===== src/rtl/tt_um_rr_request_arbiter.sv =====
// Round-robin / fixed-priority request arbiter with registered status outputs.
// Optional hold-limit timeout enabled by defining ARB_HOLD_TIMEOUT_EN.
module tt_um_rr_request_arbiter (
  input  logic       clk,
  input  logic       rst_n,
  input  logic       ena,
  input  logic [7:0] ui_in,
  input  logic [7:0] uio_in,
  output logic [7:0] uo_out,
  output logic [7:0] uio_out,
  output logic [7:0] uio_oe
);

  typedef enum logic {
    IDLE  = 1'b0,
    GRANT = 1'b1
  } state_e;

  state_e     state_q;
  logic [2:0] gnt_idx_q;
  logic [2:0] ptr_q;
  logic       tmo_q;

  logic       release_in;
  logic       mode_in;
  logic       timeout_hit;
  logic       grant_end;
  logic [2:0] win_idx;
  logic [2:0] cand_idx;

  assign release_in = uio_in[0];
  assign mode_in    = uio_in[1];

  // Round-robin: scan offsets high to low so the smallest offset from ptr_q wins.
  always_comb begin
    // NOTE: every combinational output gets a default first, so no path leaves it unassigned (no latch).
    win_idx  = '0;
    cand_idx = '0;
    if (mode_in) begin
      for (int i = 0; i < 8; i++) begin
        if (ui_in[i]) win_idx = 3'(i);
      end
    end else begin
      for (int i = 7; i >= 0; i--) begin
        cand_idx = ptr_q + 3'(i);
        if (ui_in[cand_idx]) win_idx = cand_idx;
      end
    end
  end

`ifdef ARB_HOLD_TIMEOUT_EN
  logic [3:0] hold_cnt_q;
  logic [3:0] hold_lim;
  logic       unused_ok;

  assign hold_lim    = uio_in[7:4];
  // hold_cnt_q counts completed GRANT cycles, so the L-th cycle sees L-1.
  assign timeout_hit = (state_q == GRANT) && (hold_lim != 4'd0) &&
                       (hold_cnt_q == hold_lim - 4'd1);
  assign unused_ok   = &{1'b0, ena, uio_in[3:2]};

  always_ff @(posedge clk) begin
    if (!rst_n) begin
      hold_cnt_q <= '0;
    end else if (state_q == IDLE) begin
      hold_cnt_q <= '0;
    end else begin
      hold_cnt_q <= hold_cnt_q + 4'd1;
    end
  end
`else
  logic unused_ok;

  assign timeout_hit = 1'b0;
  assign unused_ok   = &{1'b0, ena, uio_in[7:2]};
`endif

  assign grant_end = release_in | ~ui_in[gnt_idx_q] | timeout_hit;

  // NOTE: reset is synchronous, so it lives inside the clocked branch rather than the sensitivity list.
  always_ff @(posedge clk) begin
    if (!rst_n) begin
      state_q   <= IDLE;
      gnt_idx_q <= '0;
      ptr_q     <= '0;
      tmo_q     <= 1'b0;
    end else begin
      tmo_q <= 1'b0;
      case (state_q)
        IDLE: begin
          if (|ui_in) begin
            state_q   <= GRANT;
            gnt_idx_q <= win_idx;
          end
        end
        GRANT: begin
          if (grant_end) begin
            state_q <= IDLE;
            ptr_q   <= gnt_idx_q + 3'd1;
            tmo_q   <= timeout_hit;
          end
        end
        default: state_q <= IDLE;
      endcase
    end
  end

  assign uo_out  = {tmo_q, ptr_q, (state_q == GRANT), gnt_idx_q};
  assign uio_out = 8'h00;
  assign uio_oe  = 8'h00;

endmodule


===== config.mk =====
export PLATFORM = sky130hd
export DESIGN_NAME = tt_um_rr_request_arbiter
export DESIGN_NICKNAME = d
export VERILOG_FILES = /design/src/rtl/tt_um_rr_request_arbiter.sv
export SDC_FILE = /design/constraint.sdc
export NUM_CORES = 1
export LEC_CHECK = 0
export BUFFER_PORTS_ARGS = -buffer_cell sky130_fd_sc_hd__buf_2
export CORE_MARGIN = 3
export CORE_UTILIZATION = 57
export CTS_BUF_LIST = sky130_fd_sc_hd__clkbuf_2
export DETAILED_ROUTE_END_ITERATION = 10
export GPL_TIMING_DRIVEN = 1
export PLACE_DENSITY = 0.95
export SYNTH_ARGS = -nofsm -noshare
export SYNTH_HDL_FRONTEND = slang
export SYNTH_SLANG_ARGS = --single-unit

===== constraint.sdc =====
create_clock -name clk -period 6.5 [get_ports clk]
set_input_delay 1.3 -clock clk [delete_from_list [all_inputs] [get_ports clk]]
set_output_delay 1.3 -clock clk [all_outputs]
set_load 0.02 [all_outputs]

Yosys cells after proc, flatten, opt, wreduce, memory -nomap -nowiden
Index checks and enable logic that the tools add are counted.
{"block": "word_totals", "reg_bits": 7, "inputBits": 19}
{"block": "classes", "bitwise_logic": 3, "magnitude_cmp": 9, "mux": 37, "reduce_logical": 3, "addsub": 8}
{"cell": "two-way mux 3 bit", "count": 15}
{"cell": "< comparator 3 x 4 -> 1 bit, second input constant", "count": 9}
{"cell": "binary-select mux 1 bit (select 3 bit)", "count": 9}
{"cell": "adder 3 bit, second input constant", "count": 4}
{"cell": "two-way mux 1 bit", "count": 12}
{"cell": "OR reduction 8 bit", "count": 1}
{"cell": "adder 3 x 1 -> 3 bit, second input constant", "count": 2}
{"cell": "adder 3 x 2 -> 3 bit, second input constant", "count": 2}
{"cell": "AND reduction 2 bit", "count": 2}
{"cell": "NOT 1 bit", "count": 2}
{"cell": "one-hot mux 1 bit (2 select lines)", "count": 1}
{"cell": "OR 1 bit", "count": 1}

Longest topological paths before layout
{"block": "depth", "word_depth": 12, "depth_mapped": 11, "depth_no_buf": 8}

Least setup slack after synthesis
No wires, ideal clock.
{"block": "synth_timing", "path_kind": "input-to-reg", "from": "input ui_in[7]", "to": "register gnt_idx_q[0]", "arrival_time_ns": 2.854, "setup_slack_ns": 3.518, "stages": 6, "required_time_ns": 6.372, "setup_ns": 0.128, "path_cell_list": "clkbuf_2 > mux4_2 > mux2_4 > and3_4 > a2111oi_2 > a31oi_1"}
{"block": "synth_between", "elab_chain_len": 11, "elab_cells_between_ends": 28, "cone_classes": "mux: 26; reduce/logical: 2"}
{"item": "start, declared", "line": "7", "rtl": "input logic [7:0] ui_in,"}
{"item": "binary-select mux 1 bit (select 3 bit)", "line": "46", "rtl": "if (ui_in[cand_idx]) win_idx = cand_idx;"}
{"item": "two-way mux 1 bit (not written as such)", "line": "46"}
{"item": "two-way mux 3 bit (8 in a row)", "line": "46"}
{"item": "two-way mux 3 bit", "line": "39", "rtl": "if (mode_in) begin"}
{"item": "end signal, assigned", "line": "93", "rtl": "gnt_idx_q <= win_idx;"}
{"item": "end, declared", "line": "20", "rtl": "logic [2:0] gnt_idx_q;"}
Parallel ways exist; a longest one is shown, timed or not. The select of a mux whose other input is x is not followed.
A chain may end at the register's enable or synchronous reset.

Worst setup path in the final report
{"block": "layout_timing", "from": "register ptr_q[1]", "to": "register gnt_idx_q[1]"}
{"block": "layout_between", "elab_chain_len": 12, "elab_cells_between_ends": 32, "cone_classes": "add/sub: 7; mux: 25"}
{"item": "start, declared", "line": "21", "rtl": "logic [2:0] ptr_q;"}
{"item": "start signal, assigned", "line": "99", "rtl": "ptr_q <= gnt_idx_q + 3'd1;"}
{"item": "adder 3 bit", "line": "45", "rtl": "cand_idx = ptr_q + 3'(i);"}
{"item": "binary-select mux 1 bit (select 3 bit)", "line": "46"}
{"item": "two-way mux 1 bit (not written as such)", "line": "46"}
{"item": "two-way mux 3 bit (7 in a row)", "line": "46"}
{"item": "two-way mux 3 bit (*)", "line": "46"}
{"item": "two-way mux 3 bit (*)", "line": "39"}
Every way passes the cells marked *; elsewhere a longest branch is shown, timed or not. The select of a mux whose other input is x is not followed.

==> run metrics <==
P_leak=0.6059 nW; RSZ-0062 raised after global routing=false; FMAX=between 200 and 300 MHz; Vias=~1,300; H-tree lvl count=1; Final GP Congestion=just over 1; hold path startpoint=state_q$_SDFF_PN0_; share of layout cells above drive strength 1=between 20% and 30%; Initial Util=between 60% and 70%; Yosys reg bits=7; Detail Placement HPWL=between 2000 and 3000 um; crit path max-delay cell type=dfxtp_1; Mapped Area=roughly 0.0014 sq mm; Global Route Usage Sum=24.65%; Buf+Inv Stages, Crit Path=1; root buf cell=clkbuf_2; Final Setup Violations=0; final hold vios=0; most common cell after layout, fill and taps aside=buf_2; post-route minimum period=3.446 ns; Detailed Routing Iterations Pass 1=4; Setup Crit Path Kind=reg -> reg; I/O pin cnt=43; Reg clk slew, reported paths=approximately 0.08 ns; setup tns final=0 ns; initial antenna violation count=0; layout net count=slightly below 200; Vias/cell=between 6 and 7; Slew headroom=between 40% and 50%; postcts setup bufs=0; Distinct cells, synth=between 50 and 60; WP data arrival=roughly 3.6 ns; clk_skew=0.008260 ns; syn avg cell area=between 8 and 9 sq um; status=completed; Critical Path Start=ptr_q[1]$_SDFFE_PN0P_; Yosys Warn Count=0; first-pass GRT wire length=5554 um; number of flops mapped to enable cells by yosys=0; CTS Buf Count=3; Async SR Flop Fraction=0%; Cell Rows=17; Synth Flop Type=dfxtp_1; maximum VDD drop=about 210 uV; initial drt markers=70; CTS max path bufs=2; R2R depth=8; CP max stage delay=0.72 ns; area growth from synthesis to layout=1.453%; crit start category=register; core area=0.002255 sq mm; ANT nets after route=0; die area=0.003043 sq mm; max-slew violations=0; Hold Path Class=reg -> reg; Critical Path Sink Type=register; die height=~55 um; Post-CTS Hold Buffers=0; Port Buf Inserts=18; Max Cap Viol=0; Crit Path Max Fanout=16; period utilization=between 50% and 60%; CTS resizes=0; final core occ=between 60% and 70%; ANT cells=0; Worst Max-Slew Pin Slew=approximately 0.86 ns; CP top delay family=multiplexers; largest net degree at the start of global routing=21; TritonCTS clock tree=done; Synth Instances=between 150 and 200; RR Startpoint=ptr_q[1]$_SDFFE_PN0P_; Seq/Total Area, Yosys=10.17%; number of global-route vias before repair=about 1,200; Pwr per Cell Area=between 200 and 250 mW/mm^2; crit-path cells=clkinv_1 > ha_1 > mux4_2 > mux2_2 > a32o_1 > o21ai_1 > nand4_1 > o21ai_1; most frequent cells in the layout=18 x buf_2, 17 x conb_1, 16 x nand2_1; WHS Path Cells=2; drt wl/cell=16.56 um; critical path depth=8; Crit path top cell by count=o21ai_1; total grt overflow=0; Required @ worst endpoint=6.67 ns; Clock Sinks=7; Skew-Pair Late Insertion Delay=approximately 0.24 ns; DRC errors left=0; Post-Route WL=~3400 um; die span in x=about 55 um
## tightest hold or removal path, stage by stage (launching register included)
cell     delay, ns
dfxtp_1       0.39
or4_1         0.15
o211a_1       0.13
## path summary, 6_finish.rpt
| path | slack, ns | endpoint |
|---|---|---|
| setup / recovery | 3.05 | gnt_idx_q[1]$_SDFFE_PN0P_ |
| hold / removal | 0.70 | state_q$_SDFF_PN0_ |
| setup reg to reg | 3.05 | gnt_idx_q[1]$_SDFFE_PN0P_ |
| hold reg to reg | 0.70 | state_q$_SDFF_PN0_ |
## cells in the mapped netlist, types with 2 or more instances
cell type  instances  area, sq um
mux4_2             9        202.7
ha_1               3        37.54
a21boi_0           2        15.01
nor4_1             2        12.51
nor2b_1            2        12.51
and2_1             2        12.51
o31ai_1            2        15.01
inv_1              7        26.28
xnor2_1            3        26.28
buf_2              3        15.01
nor2_1             7        26.28
o21ai_0            5        25.02
buf_4             18        135.1
o41ai_1            2        17.52
o21bai_1           2        15.01
a21o_1             2        15.01
a221oi_1           3        26.28
mux2_2             9        101.4
mux2i_1           10        100.1
a21oi_1            7        35.03
o21ai_1            4        20.02
nand3_1            2        10.01
a31oi_1            2        12.51
dfxtp_1            7        140.1
o211ai_1           2        15.01
nor3_1             3        15.01
nand2_1           16        60.06
clkbuf_1           5        18.77
## through the flow
step	hold WS (ns)	std cells	total power [mW]	area (sq um)	worst slack, ns
3_3_place_gp	0.6446	200	0.2587	1378	3.193
5_1_grt	0.7430	204	0.3287	1398	2.804
4_1_cts	0.6863	204	0.3023	1398	3.077
6_report	0.6988	204	0.3055	1398	3.054
3_5_place_dp	0.6667	200	0.2686	1378	3.113
2_1_floorplan	0.6242	182	0.2378	1438	3.518
## power by group
group          internal (mW)  switching, mW  leakage (nW)
Sequential            0.0495         0.0215        0.0579
Combinational         0.0911          0.110         0.531
Clock                 0.0164         0.0170        0.0166
Total                  0.157          0.149         0.606
## kinds of logic (layout without fill, tap and decap cells)
kind of cell	after synthesis	after routing	synth area share (%)
other cells	1	17	0.2722
mux	29	29	30.43
fa+ha+maj	3	3	2.725
simple gates	42	42	15.35
xor+xnor	4	4	2.544
compound gates	44	44	22.89
buf+inv	36	30	15.62
flops	7	7	10.17
## layer usage
metal / vias up / GRT usage [%] / share of wire [%]
li1: 617 / - / -
met1: 618 / 30.05 / 40
met2: 71 / 43.11 / 51
met3: 8 / 4.290 / 7.2
met4: 0 / 8.907 / 1.8
met5: - / 0 / 0
## flip-flops by register name, indices dropped and copies added (netlist names)
name	flops
ptr_q	3
state_q	1
gnt_idx_q	3
## area by class of cell
| type | instances | area, sq um |
|---|---|---|
| clock buffer | 4 | 20.02 |
| fill | 219 | 857.1 |
| inverter | 8 | 30.03 |
| multi-input combinational | 139 | 1082 |
| sequential | 7 | 140.1 |
| tap | 28 | 35.03 |
| timing repair buffer | 18 | 90.09 |
No activity file was read; power rests on OpenSTA's default activity.
